`config.mk`:
```
export PLATFORM = sky130hd
export DESIGN_NAME = pipeline_stage_ctrl_flat
export DESIGN_NICKNAME = d
export VERILOG_FILES = /design/src/rtl/pipeline_stage_ctrl_pkg.sv /design/src/rtl/pipeline_stage_ctrl_if.sv /design/src/rtl/pipeline_stage_ctrl_sat_counter.sv /design/src/rtl/pipeline_stage_ctrl.sv /design/src/flat_wrapper.sv
export SDC_FILE = /design/constraint.sdc
export NUM_CORES = 1
export LEC_CHECK = 0
export ABC_AREA = 1
export CORE_MARGIN = 2
export CORE_UTILIZATION = 46
export DETAILED_ROUTE_END_ITERATION = 8
export PLACE_DENSITY = 0.74
export SKIP_CTS_REPAIR_TIMING = 1
export SLEW_MARGIN = 5
export SYNTH_ARGS = -nofsm -noshare
export SYNTH_HDL_FRONTEND = slang
export SYNTH_HIERARCHICAL = 1
export SYNTH_SLANG_ARGS = --single-unit
```
`constraint.sdc`:
```
create_clock -name clk -period 1.9 [get_ports clk]
set_clock_uncertainty 0.15 [all_clocks]
set_input_delay 0.285 -clock clk [delete_from_list [all_inputs] [get_ports clk]]
set_output_delay 0.285 -clock clk [all_outputs]
set_load 0.01 [all_outputs]
```
`src/rtl/pipeline_stage_ctrl_pkg.sv`:
```
// Shared constants for the pipeline stage controller: state encoding and counter width.
package pipe_ctrl_pkg;
  localparam int CNT_W = 32;

  typedef enum logic [1:0] {
    RUN       = 2'd0,
    HAZ_STALL = 2'd1,
    MEM_WAIT  = 2'd2,
    REDIRECT  = 2'd3
  } state_t;
endpackage

```
`src/rtl/pipeline_stage_ctrl_if.sv`:
```
// Hazard requests in, pipeline-register enables/clears, valid bits and counters out.
interface pipeline_stage_ctrl_if;
  import pipe_ctrl_pkg::*;

  logic             StallF, StallD, FlushE, PCSrcD, MemBusyM;
  // Debug preload of the stall counter (used to exercise saturation).
  logic             PreloadStall;
  logic [CNT_W-1:0] PreloadVal;

  logic             EnPC, EnIFID, EnIDEX, EnEXMEM, EnMEMWB;
  logic             ClrIFID, ClrIDEX;
  logic             ValidD, ValidE, ValidM, ValidW;
  logic [1:0]       State;
  logic [CNT_W-1:0] StallCount, FlushCount;

  modport master (
    output StallF, StallD, FlushE, PCSrcD, MemBusyM, PreloadStall, PreloadVal,
    input  EnPC, EnIFID, EnIDEX, EnEXMEM, EnMEMWB, ClrIFID, ClrIDEX,
           ValidD, ValidE, ValidM, ValidW, State, StallCount, FlushCount
  );

  modport slave (
    input  StallF, StallD, FlushE, PCSrcD, MemBusyM, PreloadStall, PreloadVal,
    output EnPC, EnIFID, EnIDEX, EnEXMEM, EnMEMWB, ClrIFID, ClrIDEX,
           ValidD, ValidE, ValidM, ValidW, State, StallCount, FlushCount
  );
endinterface

```
`src/rtl/pipeline_stage_ctrl_sat_counter.sv`:
```
// Saturating up-counter; clear beats load beats increment.
module sat_counter #(
  parameter int WIDTH = 32
) (
  input  logic             clk,
  input  logic             clear,
  input  logic             load,
  input  logic [WIDTH-1:0] load_val,
  input  logic             inc,
  output logic [WIDTH-1:0] count
);
  always_ff @(posedge clk) begin
    if (clear)                  count <= '0;
    else if (load)              count <= load_val;
    else if (inc && ~&count)    count <= count + 1'b1;
  end
endmodule

```
`src/rtl/pipeline_stage_ctrl.sv`:
```
// Five-stage pipeline controller: turns hazard/memory events into register enables,
// bubble clears, per-stage valid tracking and stall/flush performance counters.
module pipeline_stage_ctrl
  import pipe_ctrl_pkg::*;
(
  input logic                 clk,
  input logic                 reset,
  pipeline_stage_ctrl_if.slave bus
);
  state_t     state, state_nxt;
  logic       mem_hold, haz_stall, redirect;
  logic [3:0] vld_pipe;  // [0]=D .. [3]=W
  logic [CNT_W-1:0] stall_cnt, flush_cnt;

  // Event priority: memory hold > hazard stall > branch redirect.
  always_comb begin
    mem_hold  = bus.MemBusyM;
    haz_stall = !mem_hold && (bus.StallF || bus.StallD);
    redirect  = !mem_hold && !haz_stall && bus.PCSrcD;
  end

  always_ff @(posedge clk) begin
    if (reset) state <= RUN;
    else       state <= state_nxt;
  end

  always_comb begin
    state_nxt = RUN;
    if (mem_hold)       state_nxt = MEM_WAIT;
    else if (haz_stall) state_nxt = HAZ_STALL;
    else if (redirect)  state_nxt = REDIRECT;
  end

  always_comb begin
    bus.EnPC    = 1'b1;
    bus.EnIFID  = 1'b1;
    bus.EnIDEX  = 1'b1;
    bus.EnEXMEM = 1'b1;
    bus.EnMEMWB = 1'b1;
    bus.ClrIFID = 1'b0;
    bus.ClrIDEX = 1'b0;
    if (reset) begin
      bus.ClrIFID = 1'b1;
      bus.ClrIDEX = 1'b1;
    end else if (mem_hold) begin
      bus.EnPC    = 1'b0;
      bus.EnIFID  = 1'b0;
      bus.EnIDEX  = 1'b0;
      bus.EnEXMEM = 1'b0;
      bus.EnMEMWB = 1'b0;
    end else begin
      bus.EnPC    = !haz_stall;
      bus.EnIFID  = !haz_stall;
      bus.ClrIFID = redirect;
      // FlushE alone still bubbles ID/EX even when nothing stalls.
      bus.ClrIDEX = haz_stall || bus.FlushE;
    end
  end

  always_ff @(posedge clk) begin
    if (reset) begin
      vld_pipe <= '0;
    end else if (!mem_hold) begin
      vld_pipe[0] <= haz_stall ? vld_pipe[0] : !bus.ClrIFID;
      vld_pipe[1] <= bus.ClrIDEX ? 1'b0 : vld_pipe[0];
      vld_pipe[2] <= vld_pipe[1];
      vld_pipe[3] <= vld_pipe[2];
    end
  end

  sat_counter #(.WIDTH(CNT_W)) u_stall_cnt (
    .clk      (clk),
    .clear    (reset),
    .load     (bus.PreloadStall),
    .load_val (bus.PreloadVal),
    .inc      (mem_hold || haz_stall),
    .count    (stall_cnt)
  );

  sat_counter #(.WIDTH(CNT_W)) u_flush_cnt (
    .clk      (clk),
    .clear    (reset),
    .load     (1'b0),
    .load_val ('0),
    .inc      (bus.ClrIFID || bus.ClrIDEX),
    .count    (flush_cnt)
  );

  assign bus.State      = state;
  assign bus.ValidD     = vld_pipe[0];
  assign bus.ValidE     = vld_pipe[1];
  assign bus.ValidM     = vld_pipe[2];
  assign bus.ValidW     = vld_pipe[3];
  assign bus.StallCount = stall_cnt;
  assign bus.FlushCount = flush_cnt;
endmodule

```
`src/flat_wrapper.sv`:
```
// flat-port wrapper written by rule: the top's interface ports become plain ports
module pipeline_stage_ctrl_flat import pipe_ctrl_pkg::*;
  (clk, reset, bus_StallF, bus_StallD, bus_FlushE, bus_PCSrcD, bus_MemBusyM, bus_PreloadStall, bus_PreloadVal, bus_EnPC, bus_EnIFID, bus_EnIDEX, bus_EnEXMEM, bus_EnMEMWB, bus_ClrIFID, bus_ClrIDEX, bus_ValidD, bus_ValidE, bus_ValidM, bus_ValidW, bus_State, bus_StallCount, bus_FlushCount);
  pipeline_stage_ctrl_if bus_i ();
  input logic clk;
  input logic reset;
  input wire logic [$bits(bus_i.StallF)-1:0] bus_StallF;
  input wire logic [$bits(bus_i.StallD)-1:0] bus_StallD;
  input wire logic [$bits(bus_i.FlushE)-1:0] bus_FlushE;
  input wire logic [$bits(bus_i.PCSrcD)-1:0] bus_PCSrcD;
  input wire logic [$bits(bus_i.MemBusyM)-1:0] bus_MemBusyM;
  input wire logic [$bits(bus_i.PreloadStall)-1:0] bus_PreloadStall;
  input wire logic [$bits(bus_i.PreloadVal)-1:0] bus_PreloadVal;
  output wire logic [$bits(bus_i.EnPC)-1:0] bus_EnPC;
  output wire logic [$bits(bus_i.EnIFID)-1:0] bus_EnIFID;
  output wire logic [$bits(bus_i.EnIDEX)-1:0] bus_EnIDEX;
  output wire logic [$bits(bus_i.EnEXMEM)-1:0] bus_EnEXMEM;
  output wire logic [$bits(bus_i.EnMEMWB)-1:0] bus_EnMEMWB;
  output wire logic [$bits(bus_i.ClrIFID)-1:0] bus_ClrIFID;
  output wire logic [$bits(bus_i.ClrIDEX)-1:0] bus_ClrIDEX;
  output wire logic [$bits(bus_i.ValidD)-1:0] bus_ValidD;
  output wire logic [$bits(bus_i.ValidE)-1:0] bus_ValidE;
  output wire logic [$bits(bus_i.ValidM)-1:0] bus_ValidM;
  output wire logic [$bits(bus_i.ValidW)-1:0] bus_ValidW;
  output wire logic [$bits(bus_i.State)-1:0] bus_State;
  output wire logic [$bits(bus_i.StallCount)-1:0] bus_StallCount;
  output wire logic [$bits(bus_i.FlushCount)-1:0] bus_FlushCount;
  assign bus_i.StallF = bus_StallF;
  assign bus_i.StallD = bus_StallD;
  assign bus_i.FlushE = bus_FlushE;
  assign bus_i.PCSrcD = bus_PCSrcD;
  assign bus_i.MemBusyM = bus_MemBusyM;
  assign bus_i.PreloadStall = bus_PreloadStall;
  assign bus_i.PreloadVal = bus_PreloadVal;
  assign bus_EnPC = bus_i.EnPC;
  assign bus_EnIFID = bus_i.EnIFID;
  assign bus_EnIDEX = bus_i.EnIDEX;
  assign bus_EnEXMEM = bus_i.EnEXMEM;
  assign bus_EnMEMWB = bus_i.EnMEMWB;
  assign bus_ClrIFID = bus_i.ClrIFID;
  assign bus_ClrIDEX = bus_i.ClrIDEX;
  assign bus_ValidD = bus_i.ValidD;
  assign bus_ValidE = bus_i.ValidE;
  assign bus_ValidM = bus_i.ValidM;
  assign bus_ValidW = bus_i.ValidW;
  assign bus_State = bus_i.State;
  assign bus_StallCount = bus_i.StallCount;
  assign bus_FlushCount = bus_i.FlushCount;
  pipeline_stage_ctrl u_core (.clk(clk), .reset(reset), .bus(bus_i));
endmodule
```
# Word level (Yosys, flattened, before mapping)

Index checks and enable logic that the tools add are counted.

Reductions and logical operators: 19
Shift-type cells: 0
Add/subtract/negate cells: 2
Div/mod/pow operators: 0
Bitwise gates (word level): 2
$mul: 0
$lt $le $gt $ge: 0
Equality and inequality tests: 0
Muxes and demuxes: 14

Operator list:

| operator                                                         | number |
|---|---|
| 32-bit by 1-bit adder with 32-bit output (second input constant) | 2 |
| 32-bit 2-to-1 mux                                                | 2 |
| 32-bit AND reduction                                             | 2 |
| 1-bit 2-to-1 mux                                                 | 9 |
| 2-bit 2-to-1 mux                                                 | 3 |
| 1-bit logical AND                                                | 5 |
| 1-bit zero test                                                  | 5 |
| 1-bit logical OR                                                 | 4 |
| 1-bit inverter                                                   | 2 |
| 2-bit AND reduction                                              | 1 |
| 2-bit nonzero test                                               | 1 |
| 2-bit OR reduction                                               | 1 |

ROM bits: 0
Memories: 0
Output and inout port bits: 77
Memory bits (writable): 0
Latch bits: 0
Register bits after elaboration: 70

# Depth between registers and ports, before layout

Word-level depth: 9
Gate-level depth with buffers: 12
Mapped depth without buffers: 12

# By module

Netlist, hierarchy kept.

Modules (own cells, without submodules):

| module              | instances | seq. area each (µm²) | cells each | area an instance (µm²) |
|---|---|---|---|---|
| sat_counter         | 2         | 640.6                | 425        | 2,476.1 |
| pipeline_stage_ctrl | 1         | 120.1                | 40         | 296.5 |

# Worst setup path after synthesis

Ideal clock, no wire load.

Kind: register -> register
From: register u_core.u_stall_cnt.count[0]
To: register u_core.u_stall_cnt.count[10]
Library setup time: 119 ps
Setup slack: 30 ps
Cell stages (with the launch flop): 12
Data arrival time: 1,601 ps
Buffers on the path: 1
Cell sequence: dfxtp_1 ha_1 nand2_1 nor2_4 nand2_4 nor2_4 nand2_4 nand2_8 nand2_4 buf_6 o21ai_1 a21oi_2

Cells in the longest elaborated chain, start to end: 4

RTL lines:

| item                                                                                             | line                                  | RTL |
|---|---|---|
| start: declaration                                                                               | pipeline_stage_ctrl_sat_counter.sv:10 | `output logic [WIDTH-1:0] count` |
| start signal: assignment                                                                         | pipeline_stage_ctrl_sat_counter.sv:14 | `else if (load) count <= load_val;` |
| start signal: assignment                                                                         | pipeline_stage_ctrl_sat_counter.sv:15 | `else if (inc && ~&count) count <= count + 1'b1;` |
| parallel branches: the longest is 4 deep, another holds 32-bit by 1-bit adder with 32-bit output | --                                    |  |

Parallel ways; which one is timed is not known. The select of a mux whose other input is x is not followed.
A chain may end at the register's enable or synchronous reset.

# Worst setup path in the final report

From: input bus_StallF
To: output bus_ClrIDEX

Cells in the longest elaborated chain, start to end: 5

RTL lines:

| item               | line                      | RTL |
|---|---|---|
| start: declaration | flat_wrapper.sv:7         | `input wire logic [$bits(bus_i.StallF)-1:0] bus_StallF;` |
| 1-bit logical OR   | pipeline_stage_ctrl.sv:18 | `haz_stall = !mem_hold && (bus.StallF \|\| bus.StallD);` |
| 1-bit logical AND  | pipeline_stage_ctrl.sv:18 |  |
| 1-bit logical OR   | pipeline_stage_ctrl.sv:56 | `bus.ClrIDEX = haz_stall \|\| bus.FlushE;` |
| 1-bit 2-to-1 mux   | pipeline_stage_ctrl.sv:45 | `end else if (mem_hold) begin` |
| 1-bit 2-to-1 mux   | pipeline_stage_ctrl.sv:42 | `if (reset) begin` |
| end: declaration   | flat_wrapper.sv:20        | `output wire logic [$bits(bus_i.ClrIDEX)-1:0] bus_ClrIDEX;` |

Every way passes these cells.

==> out/summary.txt <==
======================================================================================
Clock Power Share                                                                0.394
Fraction of layout instances using a drive strength above 1                      0.185
CP max-delay cell                                                         clkdlybuf4s50_1
Post-synthesis register bit count                                                   70
Routed wire length                                                            17300 um
Synthesis Warnings                                                                   6
Cells traversed along the worst timing path                               clkdlybuf4s50_1 -> nor2_4 -> buf_4 -> nand3_1 -> nand2_2 -> inv_1 -> dlymetal6s2s_1
Switching fraction of total power                                                0.284
Highest-count cells in the layout ignoring fill and taps                  nand2_1 (309), nor2_1 (151), clkdlybuf4s50_1 (108), buf_4 (94), inv_1 (70)
Final Hold Violating Endpoints                                                       0
Leakage                                                                     0.00363 uW
Cell-internal power                                                            3320 uW
Largest fanout on the critical path                                                  5
Antenna violations before repair                                                     0
Synthesized area per cell                                                    5.90 um^2
Combinational share of power                                                     0.249
Required time reported for the critical path endpoint                          1.46 ns
TritonCTS clock tree                                                             built
Post-Layout Cell Count                                                            1278
Achievable Freq                                                              0.541 GHz
Total vias in the final route                                                     6299
Drt via density                                                                   4.93
Initial core utilization                                                         0.466
Vias in the first global route                                                    5847
Most frequent standard cell in the layout excluding fill and tap cells         nand2_1
Power share of the sequential group                                              0.357
Leftover overflow at the end of global routing                                       0
Fill count                                                                         985
Maximum Capacitance Violations                                                       0
Die area                                                                   0.0123 mm^2
PwrDens                                                                    584 mW/mm^2
WL/cell                                                                        13.6 um
DIE WIDTH                                                                       111 um
Total clock buffers created by CTS                                                   9
Peak supply drop                                                              0.596 mV
Nets                                                                              1172
Root buffer cell                                                             clkbuf_16
Area leader, netlist                                                           dfxtp_1
Total I/O pin count                                                                117
Type of the most critical hold path                                             in2reg
Y dimension of the die                                                          111 um
Number of cell rows                                                                 39
Clock slew at the register clock pins of the worst setup and hold paths        0.05 ns
Weighted congestion reported at the end of routability-driven placement          0.932
FFs w/ async S/R, synth                                                              0
Clock Path Buffers                                                                   2
Post-synthesis instance area                                              0.00525 mm^2
Largest cells by area after synthesis                                     dfxtp_1 (27%), nand2_1 (23%), nor2_1 (12%), nand3_1 (6.6%), inv_1 (5.0%)
Antenna Nets Post-Route                                                              0
Count of pins over their slew limit                                                  0
Growth of design area from synthesis to finish                                   51.1%
Number of DRC violations after detailed routing                                      0
Status                                                                    complete, no violations
Core region area                                                           0.0113 mm^2
Number of DRC markers after the initial detailed-route iteration                   495
Category of the worst setup path capture point                             output port
Count of H-tree levels built during CTS                                              3
CTS Sinks                                                                           70
Switching Power                                                                1310 uW
Most instantiated flip-flop cell in the synthesis netlist                      dfxtp_1
Number of instances in the synthesized netlist                                     890
First-pass GRT wire length                                                    28000 um
Fraction of synthesized cell area taken by the top area cell type                0.267
Clock insertion delay at the later pin of the skew report                      0.35 ns
Number of port buffers                                                             116
Number of distinct standard cells referenced by the synthesized netlist             35
Category of the worst setup path launch point                               input port
Final sum of negative setup slack                                                 0 ns
Final antenna diode count                                                            0
Final setup violation count                                                          0
Part of the Yosys area used for sequential elements                              0.267
Largest stage delay, worst path                                                0.44 ns
Kind of critical path                                                           in2out
Tcrit/Tclk final                                                                 0.973
Final period demand of the worst path                                          1.85 ns
Number of flops mapped to enable cells by yosys                                      0
Maximum number of pins on one net before global-route repair                        32
Number of instances in the placed design                                          1254
Detailed-router iteration count before antenna repair                                5
Placed wire-length estimate after detailed placement                          12700 um
All-layer global routing usage                                                   0.278
Arrival time at the worst endpoint                                             1.41 ns
======================================================================================
final timing paths:
check | start | end | slack, ns | cells past startpoint
setup reg to reg | u_core/u_flush_cnt/count[1] | u_core/u_flush_cnt/count[10] | 0.07 | 11
setup / recovery | bus_StallF | bus_ClrIDEX | 0.05 | 7
hold reg to reg | u_core/vld_pipe[3] | u_core/vld_pipe[3] | 0.31 | 2
hold / removal | reset | u_core/vld_pipe[0] | 0.26 | 4
cells by family (layout without fill, tap and decap cells):
family / after synthesis / in the layout / synth area share
adders and majority gates: 2 / 2 / 0.00477
and+or+nand+nor: 623 / 623 / 0.525
AOI/OAI and AO/OA: 67 / 67 / 0.0727
xor gates and xnor gates: 18 / 18 / 0.0300
other: 1 / 34 / 0.000714
muxes: 8 / 8 / 0.0153
DFF: 70 / 70 / 0.267
buffers and inverters: 101 / 313 / 0.0844
power by group through the flow:
stage	registers (uW)	clock network, uW	logic [uW]
after global routing	1670	1900	1250
after global placement	1670	0	1100
final	1650	1820	1150
after floorplan	1760	0	435
after detailed placement	1670	0	1110
after CTS	1640	1840	1120
layer usage:
| layer | global-route usage | routed length, um | vias to the layer above |
|---|---|---|---|
| met5 | 0 | 0 | - |
| met3 | 0.0448 | 1100 | 29 |
| met1 | 0.346 | 7560 | 2817 |
| met4 | 0.108 | 401 | 0 |
| li1 | - | - | 3234 |
| met2 | 0.482 | 8260 | 219 |
worst max-delay path: cells and delay by family:
kind                   cells  cell delay [ns]
AND/OR/NAND/NOR            3             0.34
buffers and inverters      4             0.79
state kept, by name, summed over array words and instances (netlist names):
name,cells
u_core/u_flush_cnt/count,32
u_core/u_stall_cnt/count,32
u_core/vld_pipe,4
u_core/bus.State,2
synthesized netlist by cell type (10+ instances only):
cell,number
nand2_1,318
o21ai_0,18
nor2_1,161
nor2_2,10
nor2_4,12
a21oi_1,15
nand3b_1,20
xnor2_1,10
inv_1,70
dfxtp_1,70
nor3_1,10
nand3_1,69
o21ai_1,19
layout make-up:
class	count	area [um^2]	share of cell area
clock buffer	13	280	0.0353
clock inverter	3	40.0	0.00505
inverter	76	285	0.0360
multi-input combinational	752	3660	0.461
sequential	70	1420	0.179
tap	143	179	0.0226
timing repair buffer	221	2070	0.261
through the flow:
step | area (um^2) | total power, uW | worst slack [ns] | util | hold WS (ns)
global placement | 7370 | 2770 | -0.200 | 0.654 | 0.292
global route | 7930 | 4820 | -0.0100 | 0.704 | 0.295
floorplan | 5370 | 2190 | 0.0302 | - | 0.207
finish | 7930 | 4630 | 0.0507 | 0.704 | 0.263
CTS | 7690 | 4600 | -0.227 | 0.682 | 0.318
detailed placement | 7370 | 2780 | -0.238 | 0.654 | 0.300
(Power assumes the default switching activity.)
